### src/rtl/ysyx_25040101_ifu.sv
// ----------------------------------------------------------------------------
// ysyx_25040101_ifu
// Instruction fetch unit for the nebula-core-B RV32 core. It holds the
// architectural PC and fetches one word at a time. The word goes downstream
// over a valid/ready handshake, and the unit waits for the retired next PC
// before it fetches again. Only one instruction is ever in flight.
//
// Ports
//   clk_i          core clock, rising-edge
//   rst_i          asynchronous active-high reset
//   imem_req_o     one-cycle fetch request strobe
//   imem_addr_o    fetch address (always the current PC)
//   imem_rvalid_i  memory response valid
//   imem_rdata_i   instruction word returned by memory
//   imem_err_i     bus error, qualified by imem_rvalid_i
//   inst_o         latched instruction word
//   inst_valid_o   inst_o holds an unconsumed instruction
//   inst_ready_i   downstream accepts inst_o
//   pc_o           PC of the instruction being fetched or executed
//   dnpc_i         next PC from the execute stage
//   dnpc_valid_i   strobe: current instruction retired, dnpc_i is final
//   fetch_err_o    sticky fault (bus error or misaligned PC)
//   inst_cnt_o     number of instructions handed downstream (wraps)
// ----------------------------------------------------------------------------
module ysyx_25040101_ifu #(
  parameter logic [31:0] RESET_PC = 32'h8000_0000
) (
  input  logic        clk_i,
  input  logic        rst_i,
  output logic        imem_req_o,
  output logic [31:0] imem_addr_o,
  input  logic        imem_rvalid_i,
  input  logic [31:0] imem_rdata_i,
  input  logic        imem_err_i,
  output logic [31:0] inst_o,
  output logic        inst_valid_o,
  input  logic        inst_ready_i,
  output logic [31:0] pc_o,
  input  logic [31:0] dnpc_i,
  input  logic        dnpc_valid_i,
  output logic        fetch_err_o,
  output logic [31:0] inst_cnt_o
);

  typedef enum logic [2:0] {
    S_IDLE  = 3'd0,
    S_FETCH = 3'd1,
    S_WAIT  = 3'd2,
    S_VALID = 3'd3,
    S_EXEC  = 3'd4,
    S_ERR   = 3'd5
  } state_e;

  state_e      state_q, state_d;
  logic [31:0] pc_q, pc_d;
  logic [31:0] inst_q, inst_d;
  logic [31:0] cnt_q, cnt_d;
  logic        req_q;
  logic        valid_q;
  logic        err_q;

  // Next-state and datapath update rules of the fetch FSM.
  always_comb begin
    state_d = state_q;
    pc_d    = pc_q;
    inst_d  = inst_q;
    cnt_d   = cnt_q;
    case (state_q)
      S_IDLE: begin
        if (RESET_PC[1:0] != 2'b00) begin
          state_d = S_ERR;
        end else begin
          state_d = S_FETCH;
        end
      end
      // Any response arriving while the request is still being issued is stale.
      S_FETCH: begin
        state_d = S_WAIT;
      end
      S_WAIT: begin
        if (imem_rvalid_i) begin
          // Error takes priority; inst_o keeps its previous contents.
          if (imem_err_i) begin
            state_d = S_ERR;
          end else begin
            state_d = S_VALID;
            inst_d  = imem_rdata_i;
          end
        end else begin
          state_d = S_WAIT;
        end
      end
      S_VALID: begin
        if (inst_ready_i) begin
          state_d = S_EXEC;
          cnt_d   = cnt_q + 32'd1;
        end else begin
          state_d = S_VALID;
        end
      end
      S_EXEC: begin
        if (dnpc_valid_i) begin
          // The faulting target is still recorded so software can inspect it.
          pc_d = dnpc_i;
          if (dnpc_i[1:0] != 2'b00) begin
            state_d = S_ERR;
          end else begin
            state_d = S_FETCH;
          end
        end else begin
          state_d = S_EXEC;
        end
      end
      S_ERR: begin
        state_d = S_ERR;
      end
      default: begin
        state_d = S_ERR;
      end
    endcase
  end

  // State, datapath registers and outputs registered from the next state.
  always_ff @(posedge clk_i or posedge rst_i) begin
    if (rst_i) begin
      state_q <= S_IDLE;
      pc_q    <= RESET_PC;
      inst_q  <= 32'd0;
      cnt_q   <= 32'd0;
      req_q   <= 1'b0;
      valid_q <= 1'b0;
      err_q   <= 1'b0;
    end else begin
      state_q <= state_d;
      pc_q    <= pc_d;
      inst_q  <= inst_d;
      cnt_q   <= cnt_d;
      req_q   <= (state_d == S_FETCH);
      valid_q <= (state_d == S_VALID);
      err_q   <= (state_d == S_ERR);
    end
  end

  assign imem_req_o   = req_q;
  assign imem_addr_o  = pc_q;
  assign pc_o         = pc_q;
  assign inst_o       = inst_q;
  assign inst_valid_o = valid_q;
  assign fetch_err_o  = err_q;
  assign inst_cnt_o   = cnt_q;

endmodule

### config.mk
export PLATFORM = sky130hd
export DESIGN_NAME = ysyx_25040101_ifu
export DESIGN_NICKNAME = d
export VERILOG_FILES = /design/src/rtl/ysyx_25040101_ifu.sv
export SDC_FILE = /design/constraint.sdc
export NUM_CORES = 1
export LEC_CHECK = 0
export ABC_AREA = 1
export BUFFER_PORTS_ARGS = -buffer_cell sky130_fd_sc_hd__buf_2
export CAP_MARGIN = 20
export CORE_ASPECT_RATIO = 1.2
export CORE_UTILIZATION = 35
export CTS_CLUSTER_SIZE = 12
export DETAILED_ROUTE_END_ITERATION = 12
export PLACE_DENSITY = 0.65
export SKIP_CTS_REPAIR_TIMING = 1
export SLEW_MARGIN = 15
export SYNTH_ARGS = -nofsm -noshare
export SYNTH_HDL_FRONTEND = slang
export SYNTH_SLANG_ARGS = --single-unit
### constraint.sdc
create_clock -name clk_i -period 4.2 [get_ports clk_i]
set_input_delay 0.84 -clock clk_i [delete_from_list [all_inputs] [get_ports clk_i]]
set_output_delay 0.84 -clock clk_i [all_outputs]
set_load 0.005 [all_outputs]
### Yosys cells after proc, flatten, opt, wreduce, memory -nomap -nowiden

Cells that the tools add are included.

| storage, ports and cells | value |
|---|---|
| logic and storage cells | 27 |
| output and inout port bits | 131 |
| memory bits (writable) | 0 |
| bits in read-only memories | 0 |
| register bits | 102 |
| input bits | 70 |
| latch bits | 0 |
| memories kept | 0 |

| cells by class | value |
|---|---|
| add/sub/neg operators | 1 |
| bitwise operators | 1 |
| multiplexer cells | 6 |
| reductions and logical operators | 5 |
| multipliers | 0 |
| shift-type cells | 0 |
| divide/modulo/power cells | 0 |
| magnitude comparators | 0 |
| equal/unequal tests | 7 |

Operators with widths:

| cell | count |
|---|---|
| adder 32 x 1 -> 32 bit, second input constant | 1 |
| 2-to-1 mux 3 bit | 5 |
| one-hot mux 3 bit (5 select lines) | 1 |
| equality test 3 x 2 -> 1 bit, second input constant | 3 |
| equality test 3 x 1 -> 1 bit, second input constant | 2 |
| equality test 3 bit, second input constant | 2 |
| AND reduction 2 bit | 2 |
| logical NOT 3 bit | 1 |
| AND reduction 3 bit | 1 |
| nonzero test 2 bit | 1 |
| inverter 1 bit | 1 |

### Longest topological paths before layout

Gate-level depths: netlist (run 1).

| depth | value |
|---|---|
| word-level depth | 5 |
| gate-level depth with buffers | 9 |
| depth with buffers taken out | 9 |

### Worst setup path after synthesis (run 1)

No wires, ideal clock.

| timing path | value |
|---|---|
| kind | input port to flip-flop |
| from | in inst_ready_i |
| to | reg cnt_q[24] (netlist: inst_cnt_o[24]) |
| required time | 4.083 ns |
| library setup time | 0.117 ns |
| cell stages on the path | 8 |
| data arrival time | 1.571 ns |
| slack | 2.512 ns |
| buffers on the path | 1 |
| path through | nand2_1 nor2_4 buf_6 nand3_2 nor2_2 nand3_1 nand2_1 nand2_1 |

| on the way | value |
|---|---|
| cells in the longest elaborated chain, start to end | 1 |

RTL lines:

| what | line | text |
|---|---|---|
| from (decl) | 37 | `input logic inst_ready_i,` |
| AND reduction 2 bit (no source line) | n/a |  |
| to (signal assigned) | 137 | `cnt_q <= cnt_d;` |
| to (decl) | 57 | `logic [31:0] cnt_q, cnt_d;` |

Every way passes these cells.
A chain may end at the register's enable or synchronous reset.

### Worst setup path after layout (run 1)

| timing path | value |
|---|---|
| from | reg state_q[2] |
| to | reg inst_q[26] (netlist: inst_o[26]) |

| on the way | value |
|---|---|
| cells in the longest elaborated chain, start to end | 2 |

RTL lines:

| what | line | text |
|---|---|---|
| from (decl) | 54 | `state_e state_q, state_d;` |
| from (signal assigned) | 134 | `state_q <= state_d;` |
| equality test 3 x 2 -> 1 bit | 68 | `case (state_q)` |
| AND reduction 3 bit (no source line) | n/a |  |
| to (signal assigned) | 136 | `inst_q <= inst_d;` |
| to (decl) | 56 | `logic [31:0] inst_q, inst_d;` |

Every way passes these cells.

==> metrics.csv, run 1 <==
metric;value;unit
timing.rr.start;state_q[2]$_DFF_PP0_;
hpwl;8.38;mm
rr_worst_depth;8;
cp_data_arrival_time;2.61;ns
p_int;0.00239;W
p_comb_share;31.8;%
wl_per_cell;13.0;µm
peakVddDrop;0.305;mV
synth-edff-count;0;
ant_nets;0;
crit_end;inst_o[26]$_DFFE_PP0P_;
tightestPinTransition;1.02;ns
cp.required;4.43;ns
slowest_stage;nand2_1;
die_h;131;µm
final_util;45.3;%
synth_warnings;0;
max_stage_delay;0.75;ns
worstSetupPathDepth;8;
p_seq_share;44.6;%
yosys.area.top_type_share;52.4;%
vias_per_cell;4.58;
fin_nets;760;
setup_viol;0;
antenna_found_initial;1;
start_util;36.1;%
cts_tree;built;
grt_usage;15.5;%
drv_slew;0;
io_pins;201;
worstSetupStartpoint;state_q[2]$_DFF_PP0_;
crit_type;reg -> reg;
post-route-min-period;2.38;ns
grt_pass1_wl;17.1;mm
numCtsBuffers;9;
area_delta_synth_final;25.4;%
synth_most_common_cell;nand2_1;
fin_crit_sh;56.8;%
r2r_end;inst_o[26]$_DFFE_PP0P_;
status;finished, final reports clean;
via_count;3952;
synth_seq_area_share;53.0;%
synth_common_cells;158 x nand2_1, 101 x dfrtp_1, 49 x nand3_1, 40 x inv_1;
crit_top_cell;nand2_1;
design_area;6050;µm²
avgSynthCellArea;9.29;µm²
io_buffers;200;
hold_path.class;reg -> reg;
power_density;580;nW/µm²
slew-limit-headroom;31.6;%
ys.flop_type;dfrtp_1;
critPathCaptureType;flip-flop;
fmax;419;MHz
cts_max_level;3;
final-hold-violation-count;0;
synth_top_area_cell;dfrtp_1;
regToRegSetupSlack;1.82;ns
core-area;13400;µm²
grt_pass1_vias;3549;
crit_path_start_kind;flip-flop;
hold_ws;0.474;ns
synthTopCellsByArea;dfrtp_1 52%, nand2_1 12%, buf_4 5.5%;
grt_overflow;0;
cp_num_buf_inv;3;
dieArea;14200;µm²
firstDrtPassIters;4;
place_area;5720;µm²
fin_tns_setup;0;ns
synth-seq-cells;102;
drt_wl_total;11.2;mm
die_w;109;µm
drt_iter0_drc;150;
layout-drive-gt1-share;37.6;%
post_synth_num_cell_types;29;
synthCells;519;
async_flop_share;100;%
leakage;3.33;nW
critPathMaxFanout;33;
drc;0;
syn_nets;590;
clk_path_buf_depth;2;
power.share.clock;23.6;%
cts_root_buf;clkbuf_16;
fin_worst_skew;0.00912;ns
power.switching;0.00111;W
grt_max_degree;84;
clock_latency;0.34;ns
rsz0062_at_grt;false;
syn_area;4820;µm²
clk_pin_slew_worst_paths;0.07;ns
swShare;31.7;%
max-cap-violations;0;
crit_family;simple AND/OR/NAND/NOR gates;
cp_cell_sequence;inv_1 -> nand3_1 -> inv_1 -> nand2_1 -> inv_2 -> nand2_1 -> nand2_1 -> nand2_1;
num_rows;46;
cts.sinks;102;
gp_congestion;0.871;
==> worst min-delay path by stage <==
stage / startpoint / to / slack [ns] / cells after the start
2_1_floorplan: inst_o[0]$_DFFE_PP0P_ / inst_o[0]$_DFFE_PP0P_ / 0.47 / 2
3_3_place_gp: inst_o[5]$_DFFE_PP0P_ / inst_o[5]$_DFFE_PP0P_ / 0.45 / 2
3_5_place_dp: inst_o[0]$_DFFE_PP0P_ / inst_o[0]$_DFFE_PP0P_ / 0.46 / 2
4_1_cts: inst_o[0]$_DFFE_PP0P_ / inst_o[0]$_DFFE_PP0P_ / 0.47 / 2
5_1_grt: inst_o[2]$_DFFE_PP0P_ / inst_o[2]$_DFFE_PP0P_ / 0.49 / 2
6_report: inst_o[0]$_DFFE_PP0P_ / inst_o[0]$_DFFE_PP0P_ / 0.47 / 2
==> power groups by stage <==
stage               Combinational [W]  Clock (W)  Sequential, W
finish                        0.00112   0.000828        0.00156
global route                  0.00128   0.000893        0.00162
CTS                           0.00114   0.000857        0.00157
detailed placement            0.00114          0        0.00158
global placement              0.00111          0        0.00156
floorplan                    0.000718          0        0.00159
==> cell usage in the layout (no fill, tap or decap), types with 2 or more instances in the layout <==
master,count
clkbuf_16,9
xor2_1,8
nand3b_1,6
nand3_1,49
nand3_2,3
dfrtp_1,101
inv_2,2
clkbuf_1,2
nand4_1,11
o21ai_0,2
nor2_4,3
xnor2_1,9
mux2_1,4
nand2_1,158
buf_4,3
clkinvlp_4,4
nor2_2,6
buf_2,200
nor2_1,35
a21oi_1,4
inv_1,39
mux2_2,19
mux2_4,7
==> registers in the layout, summed over array words and instances, names as in the netlist <==
signal        cells
fetch_err_o       1
imem_addr_o      32
imem_req_o        1
inst_cnt_o       32
inst_o           32
inst_valid_o      1
state_q           3
==> final cells by class <==
cell class              count  area [µm²]
flip-flops and latches    102        2550
clock buffers              11         233
fillers                  1311        7310
clock inverters             5        60.1
well taps                 168         210
diodes                      1        2.50
repair buffers            204        1050
inverters                  42         160
multi-input cells         330        1780
==> through the flow <==
step	power, W	worst slack (ns)	instances
after global placement	0.00268	1.62	845
after CTS	0.00356	1.77	861
after detailed placement	0.00272	1.52	845
after floorplan	0.00231	0.686	519
final	0.00351	1.82	863
after global routing	0.00379	1.45	862
==> worst reg2reg max path, stage by stage, from the launching register on <==
cell and delay [ns]:
dfrtp_1 0.39, inv_1 0.12, nand3_1 0.13, inv_1 0.07, nand2_1 0.08, inv_2 0.40
nand2_1 0.75, nand2_1 0.25, nand2_1 0.08
==> cell families after synthesis <==
family / share of synthesized area, %
simple gates: 25.0
flops: 53.0
buf+inv: 10.2
mux: 7.55
xor+xnor: 3.09
compound gates: 0.882
fa+ha+maj: 0.259
==> per-layer routing <==
metal / vias up / GRT usage, % / part of all wire, %
met5: - / 0 / 0
met4: 0 / 5.72 / 1.0
met3: 7 / 2.78 / 5.3
met2: 130 / 28.0 / 51
met1: 1863 / 18.2 / 42
li1: 1952 / - / -
(Power assumes the default switching activity.)
==> run 2: changes to the inputs <==
- ABC_AREA: 1 -> 0
- PLACE_DENSITY: 0.65 -> 0.69
- clock period: 4.2 -> 2 ns (I/O delays scaled with it)
==> metrics.csv, run 2 <==
metric;value;unit;change
status;finished, final reports clean;;unchanged
io_buffers;200;;unchanged
numCtsBuffers;9;;unchanged
synth_seq_area_share;58.5;%;was 53.0%
slew-limit-headroom;76.3;%;was 31.6%
rr_worst_depth;6;;was 8
crit_path_start_kind;flip-flop;;unchanged
synth_warnings;0;;unchanged
hpwl;6.96;mm;was 8.38 mm
max-cap-violations;0;;unchanged
fillers;1115;;was 1311
synth-simple-area-share;9.72;%;was 25.0%
post-route-min-period;1.90;ns;was 2.38 ns
p_comb_share;31.4;%;was 31.8%
core-area;12100;µm²;was 13400 µm²
start_util;36.0;%;was 36.1%
area_delta_synth_final;31.8;%;was 25.4%
die_h;124;µm;was 131 µm
ys.flop_type;dfrtp_1;;unchanged
synthMuxAreaShare;17.0;%;was 7.55%
power_density;1270;nW/µm²;was 580 nW/µm²
synth_top_family_by_area;multiplexers;;was simple AND/OR/NAND/NOR gates
grt_pass1_wl;14.8;mm;was 17.1 mm
num_rows;44;;was 46
crit_type;reg -> reg;;unchanged
gp_congestion;0.710;;was 0.871
cts_tree;built;;unchanged
grt_pass1_vias;3092;;was 3549
io_pins;201;;unchanged
critPathCaptureType;flip-flop;;unchanged
synth-seq-cells;102;;unchanged
ant_nets;0;;unchanged
cts_root_buf;clkbuf_16;;unchanged
clock_latency;0.34;ns;about the same
critPathMaxFanout;6;;was 33
final-hold-violation-count;0;;unchanged
wl_per_cell;13.5;µm;was 13.0 µm
cp.required;2.26;ns;was 4.43 ns
firstDrtPassIters;4;;unchanged
p_seq_share;43.2;%;was 44.6%
synth-xor-area-share;6.22;%;was 3.09%
fin_tns_setup;0;ns;unchanged
yosys.area.top_type_share;57.9;%;was 52.4%
fmax;526;MHz;was 419 MHz
peakVddDrop;0.501;mV;was 0.305 mV
drv_slew;0;;unchanged
drt_iter0_drc;78;;was 150
power.share.clock;25.4;%;was 23.6%
grt_overflow;0;;unchanged
via_count;3102;;was 3952
clk_pin_slew_worst_paths;0.07;ns;about the same
synthTopCellsByArea;dfrtp_1 58%, mux2_2 17%, buf_4 5.5%;;was dfrtp_1 52%, nand2_1 12%, buf_4 5.5%
regToRegSetupSlack;0.1;ns;was 1.82 ns
fin_crit_sh;95.1;%;was 56.8%
power.switching;0.00210;W;was 0.00111 W
placed_cells;658;;was 845
fin_worst_skew;0.00766;ns;was 0.00912 ns
rsz0062_at_grt;false;;unchanged
cts_max_level;3;;unchanged
synth_top_area_cell;dfrtp_1;;unchanged
synth_most_common_cell;dfrtp_1;;was nand2_1
cts.sinks;102;;unchanged
final_common_cell;buf_2;;unchanged
dieArea;12900;µm²;was 14200 µm²
drt_wl_total;9.09;mm;was 11.2 mm
syn_nets;398;;was 590
tightestPinTransition;0.353;ns;was 1.02 ns
p_int;0.00523;W;was 0.00239 W
synthCells;327;;was 519
synth_common_cells;101 x dfrtp_1, 65 x mux2_2, 32 x buf_4, 17 x xnor2_1, 15 x nand2_1;;was 158 x nand2_1, 101 x dfrtp_1, 49 x nand3_1, 40 x inv_1
vias_per_cell;4.60;;was 4.58
fin_nets;579;;was 760
drc;0;;unchanged
grt_usage;14.3;%;was 15.5%
leakage;3.00;nW;was 3.33 nW
synth-compound-area-share;0.860;%;was 0.882%
clk_path_buf_depth;2;;unchanged
setup_viol;0;;unchanged
multi_input_area;1510;µm²;was 1780 µm²
synth-edff-count;0;;unchanged
cp_data_arrival_time;2.17;ns;was 2.61 ns
die_w;104;µm;was 109 µm
fin_cells;674;;was 863
avgSynthCellArea;13.3;µm²;was 9.29 µm²
post_synth_num_cell_types;35;;was 29
syn_area;4360;µm²;was 4820 µm²
antenna_found_initial;0;;was 1
swShare;28.6;%;was 31.7%
area.sequential;2550;µm²;unchanged
async_flop_share;100;%;unchanged
diodes;0;;was 1
layout-drive-gt1-share;59.8;%;was 37.6%
hold_path.class;in -> async;;was reg -> reg
grt_max_degree;54;;was 84
synthAdderAreaFrac;0.287;%;was 0.260%
final_cell_mix;200 x buf_2, 101 x dfrtp_1, 65 x mux2_2;;was 200 x buf_2, 158 x nand2_1, 101 x dfrtp_1
==> run 2: cell count changes in the layout (fill, tap and decap cells not counted), sizes merged, moves of 9 or more <==
cell / previous run / this run
inv: 42 / 4
mux2: 30 / 65
nor2: 44 / 13
nand2: 159 / 16
buf: 204 / 213
nand3: 52 / 8
==> run 2: worst paths after layout <==
kind                                                to                  startpoint
setup / recovery            inst_cnt_o[28]$_DFFE_PP0P_   inst_cnt_o[0]$_DFFE_PP0P_
hold / removal               inst_cnt_o[9]$_DFFE_PP0P_                       rst_i
setup reg to reg            inst_cnt_o[28]$_DFFE_PP0P_   inst_cnt_o[0]$_DFFE_PP0P_
hold reg to reg             inst_cnt_o[31]$_DFFE_PP0P_  inst_cnt_o[31]$_DFFE_PP0P_
max in group asynchronous  imem_addr_o[31]$_DFFE_PP1P_                       rst_i
min in group clk_i         imem_addr_o[16]$_DFFE_PP0P_                  dnpc_i[16]
==> run 2: cells by family (layout without fill, tap and decap cells) <==
group | after synthesis | in the layout
compound gates | 6 | 6
flops | 102 | 102
buf+inv | 46 | 232
simple gates | 75 | 75
fa+ha+maj | 1 | 1
mux | 66 | 66
xor+xnor | 31 | 31
==> run 2: worst max-delay path, cell delays in order (launching register included) <==
cell and delay [ns]:
dfrtp_1 0.41, ha_2 0.22, and3_4 0.20, nand2_2 0.04, or4_4 0.58, nor3b_2 0.22, xor2_1 0.16
==> run 2: layout make-up <==
class                           count  share of cell area, %
Clock inverter                      7                   1.65
Inverter                            3                  0.261
Sequential cell                   102                   44.4
Clock buffer                        9                   3.92
Multi-Input combinational cell    179                   26.3
Tap cell                          161                   3.50
Timing Repair Buffer              213                   20.0
==> run 2: power groups by stage <==
stage          clock [W]  combinational [W]  sequential [W]
6_report         0.00186            0.00230         0.00317
5_1_grt          0.00201            0.00251         0.00328
4_1_cts          0.00193            0.00235         0.00319
3_5_place_dp           0            0.00234         0.00322
3_3_place_gp           0            0.00231         0.00316
2_1_floorplan          0            0.00144         0.00327
==> run 2: routing by layer <==
layer / GRT usage [%] / part of all wire, %
met1: 17.1 / 41
met2: 24.0 / 49
met3: 4.13 / 7.8
met4: 5.80 / 1.6
met5: 0 / 0
==> run 2: through the flow <==
stage                     cell area, µm²  util (%)  hold WS [ns]  setup slack (ns)  power (W)
after global placement              5420      44.7         0.452             0.120    0.00547
after floorplan                     4370         -         0.465            0.0449    0.00471
after global routing                5750      47.5         0.174           0.00601    0.00780
after CTS                           5740      47.4         0.164            0.0466    0.00746
final                               5750      47.5         0.159            0.0984    0.00733
after detailed placement            5420      44.7         0.464            0.0449    0.00556
==> run 3: changes to the inputs <==
- PLACE_DENSITY: 0.69 -> 0.67
- clock period: 2 -> 2.45 ns (I/O delays scaled with it)
==> metrics.csv, run 3 (synthesized netlist as in run 2, its figures left out) <==
metric;value;unit;change
status;finished, final reports clean;;unchanged
fmax;509;MHz;was 526 MHz
fin_nets;572;;was 579
top_usage_layer;met2;;unchanged
diodes;0;;unchanged
fin_worst_skew;0.00781;ns;was 0.00766 ns
cp_data_arrival_time;2.24;ns;was 2.17 ns
layout-drive-gt1-share;58.3;%;was 59.8%
placed_cells;651;;was 658
pre_cts_slack;0.458;ns;was 0.0449 ns
final_cell_mix;200 x buf_2, 101 x dfrtp_1, 65 x mux2_2;;unchanged
use_met2;23.9;%;was 24.0%
area.sequential;2550;µm²;unchanged
cts_max_level;3;;unchanged
slew-limit-headroom;54.0;%;was 76.3%
clock_latency;0.34;ns;about the same
setup_viol;0;;unchanged
grt_max_degree;40;;was 54
io_pins;201;;unchanged
wl_per_cell;13.6;µm;was 13.5 µm
via_count;3074;;was 3102
cts_tree;built;;unchanged
max-cap-violations;0;;unchanged
crit_type;reg -> reg;;unchanged
use_met1;17.7;%;was 17.1%
peakVddDrop;0.452;mV;was 0.501 mV
multi_input_area;1500;µm²;was 1510 µm²
gp_congestion;0.794;;was 0.710
place_area;5340;µm²;was 5420 µm²
drt_wl_total;9.08;mm;was 9.09 mm
grtUsageMet3;4.24;%;was 4.13%
hold_path.class;in -> async;;unchanged
die_h;124;µm;unchanged
core-area;12100;µm²;unchanged
grt_usage;14.6;%;was 14.3%
start_util;36.0;%;unchanged
crit_path_start_kind;flip-flop;;unchanged
fin_cells;667;;was 674
slowest_stage;or4_4;;unchanged
max_stage_delay;0.60;ns;was 0.58 ns
clk_pin_slew_worst_paths;0.07;ns;about the same
rsz0062_at_grt;false;;unchanged
fin_crit_sh;80.2;%;was 95.1%
numCtsBuffers;9;;unchanged
firstDrtPassIters;4;;unchanged
hpwl;6.93;mm;was 6.96 mm
cp_cell_sequence;and4b_1 -> nand2_2 -> or4_4 -> nor3b_2 -> xor2_1;;was ha_2 -> and3_4 -> nand2_2 -> or4_4 -> nor3b_2 -> xor2_1
die_w;104;µm;unchanged
final-hold-violation-count;0;;unchanged
setup_slack;0.485;ns;was 0.0984 ns
cts_root_buf;clkbuf_16;;unchanged
drc;0;;unchanged
power_density;1050;nW/µm²;was 1270 nW/µm²
fin_tns_setup;0;ns;unchanged
drv_slew;0;;unchanged
vias_per_cell;4.61;;was 4.60
tightestPinTransition;0.688;ns;was 0.353 ns
drt_iter0_drc;104;;was 78
cp.required;2.72;ns;was 2.26 ns
grt_pass1_vias;3123;;was 3092
ant_nets;0;;unchanged
leakage;2.96;nW;was 3.00 nW
critPathCaptureType;flip-flop;;unchanged
fillers;1137;;was 1115
post-route-min-period;1.96;ns;was 1.90 ns
grt_overflow;0;;unchanged
final_common_cell;buf_2;;unchanged
grt_pass1_wl;15.1;mm;was 14.8 mm
antenna_found_initial;0;;unchanged
num_rows;44;;unchanged
design_area;5670;µm²;was 5750 µm²
io_buffers;200;;unchanged
dieArea;12900;µm²;unchanged
clk_path_buf_depth;2;;unchanged
critPathMaxFanout;8;;was 6
cts.sinks;102;;unchanged
area_delta_synth_final;29.9;%;was 31.8%
## run 3: worst max-delay path: cells and delay by family, from the launching register on
family	cells	cell delay (ns)
XOR/XNOR	1	0.15
flip-flops	1	0.48
AND/OR/NAND/NOR	4	1.26
## run 3: final timing paths
path | startpoint | to | slack (ns) | depth (start not counted)
worst max-delay path | state_q[2]$_DFF_PP0_ | inst_cnt_o[28]$_DFFE_PP0P_ | 0.49 | 5
worst min-delay path | rst_i | inst_valid_o$_DFF_PP0_ | 0.25 | 2
worst max register to register | state_q[2]$_DFF_PP0_ | inst_cnt_o[28]$_DFFE_PP0P_ | 0.49 | 5
worst min register to register | inst_cnt_o[31]$_DFFE_PP0P_ | inst_cnt_o[31]$_DFFE_PP0P_ | 0.48 | 1
max in group asynchronous | rst_i | inst_cnt_o[30]$_DFFE_PP0P_ | 1.60 | 3
min in group clk_i | imem_rdata_i[12] | inst_o[12]$_DFFE_PP0P_ | 0.37 | 2
## run 3: metal layers
layer / share of wire (%) / wire [µm] / up-vias
met4: 2.4 / 214 / 0
li1: - / - / 1431
met1: 42 / 3840 / 1497
met5: 0 / 0 / -
met3: 6.7 / 607 / 19
met2: 49 / 4420 / 127
## run 3: area by class of cell
class                      instances  area share (%)
tap                              161            3.55
multi-input combinational        179            26.4
inverter                           3           0.265
sequential                       102            45.1
clock buffer                       9            3.97
clock inverter                     7            1.85
timing repair buffer             206            18.9
## run 3: metrics by stage
| stage | utilization [%] | total power [W] | hold slack [ns] |
|---|---|---|---|
| global placement | 44.1 | 0.00442 | 0.452 |
| floorplan | - | 0.00385 | 0.465 |
| finish | 46.8 | 0.00597 | 0.251 |
| CTS | 46.8 | 0.00607 | 0.264 |
| global route | 46.8 | 0.00635 | 0.295 |
| detailed placement | 44.1 | 0.00448 | 0.476 |
## run 3: report_power, final
part	internal, W	switching, W	total (W)
Combinational	0.00108	0.000714	0.00179
Clock	0.000909	0.000639	0.00155
Sequential	0.00225	0.000377	0.00263
Total	0.00424	0.00173	0.00597
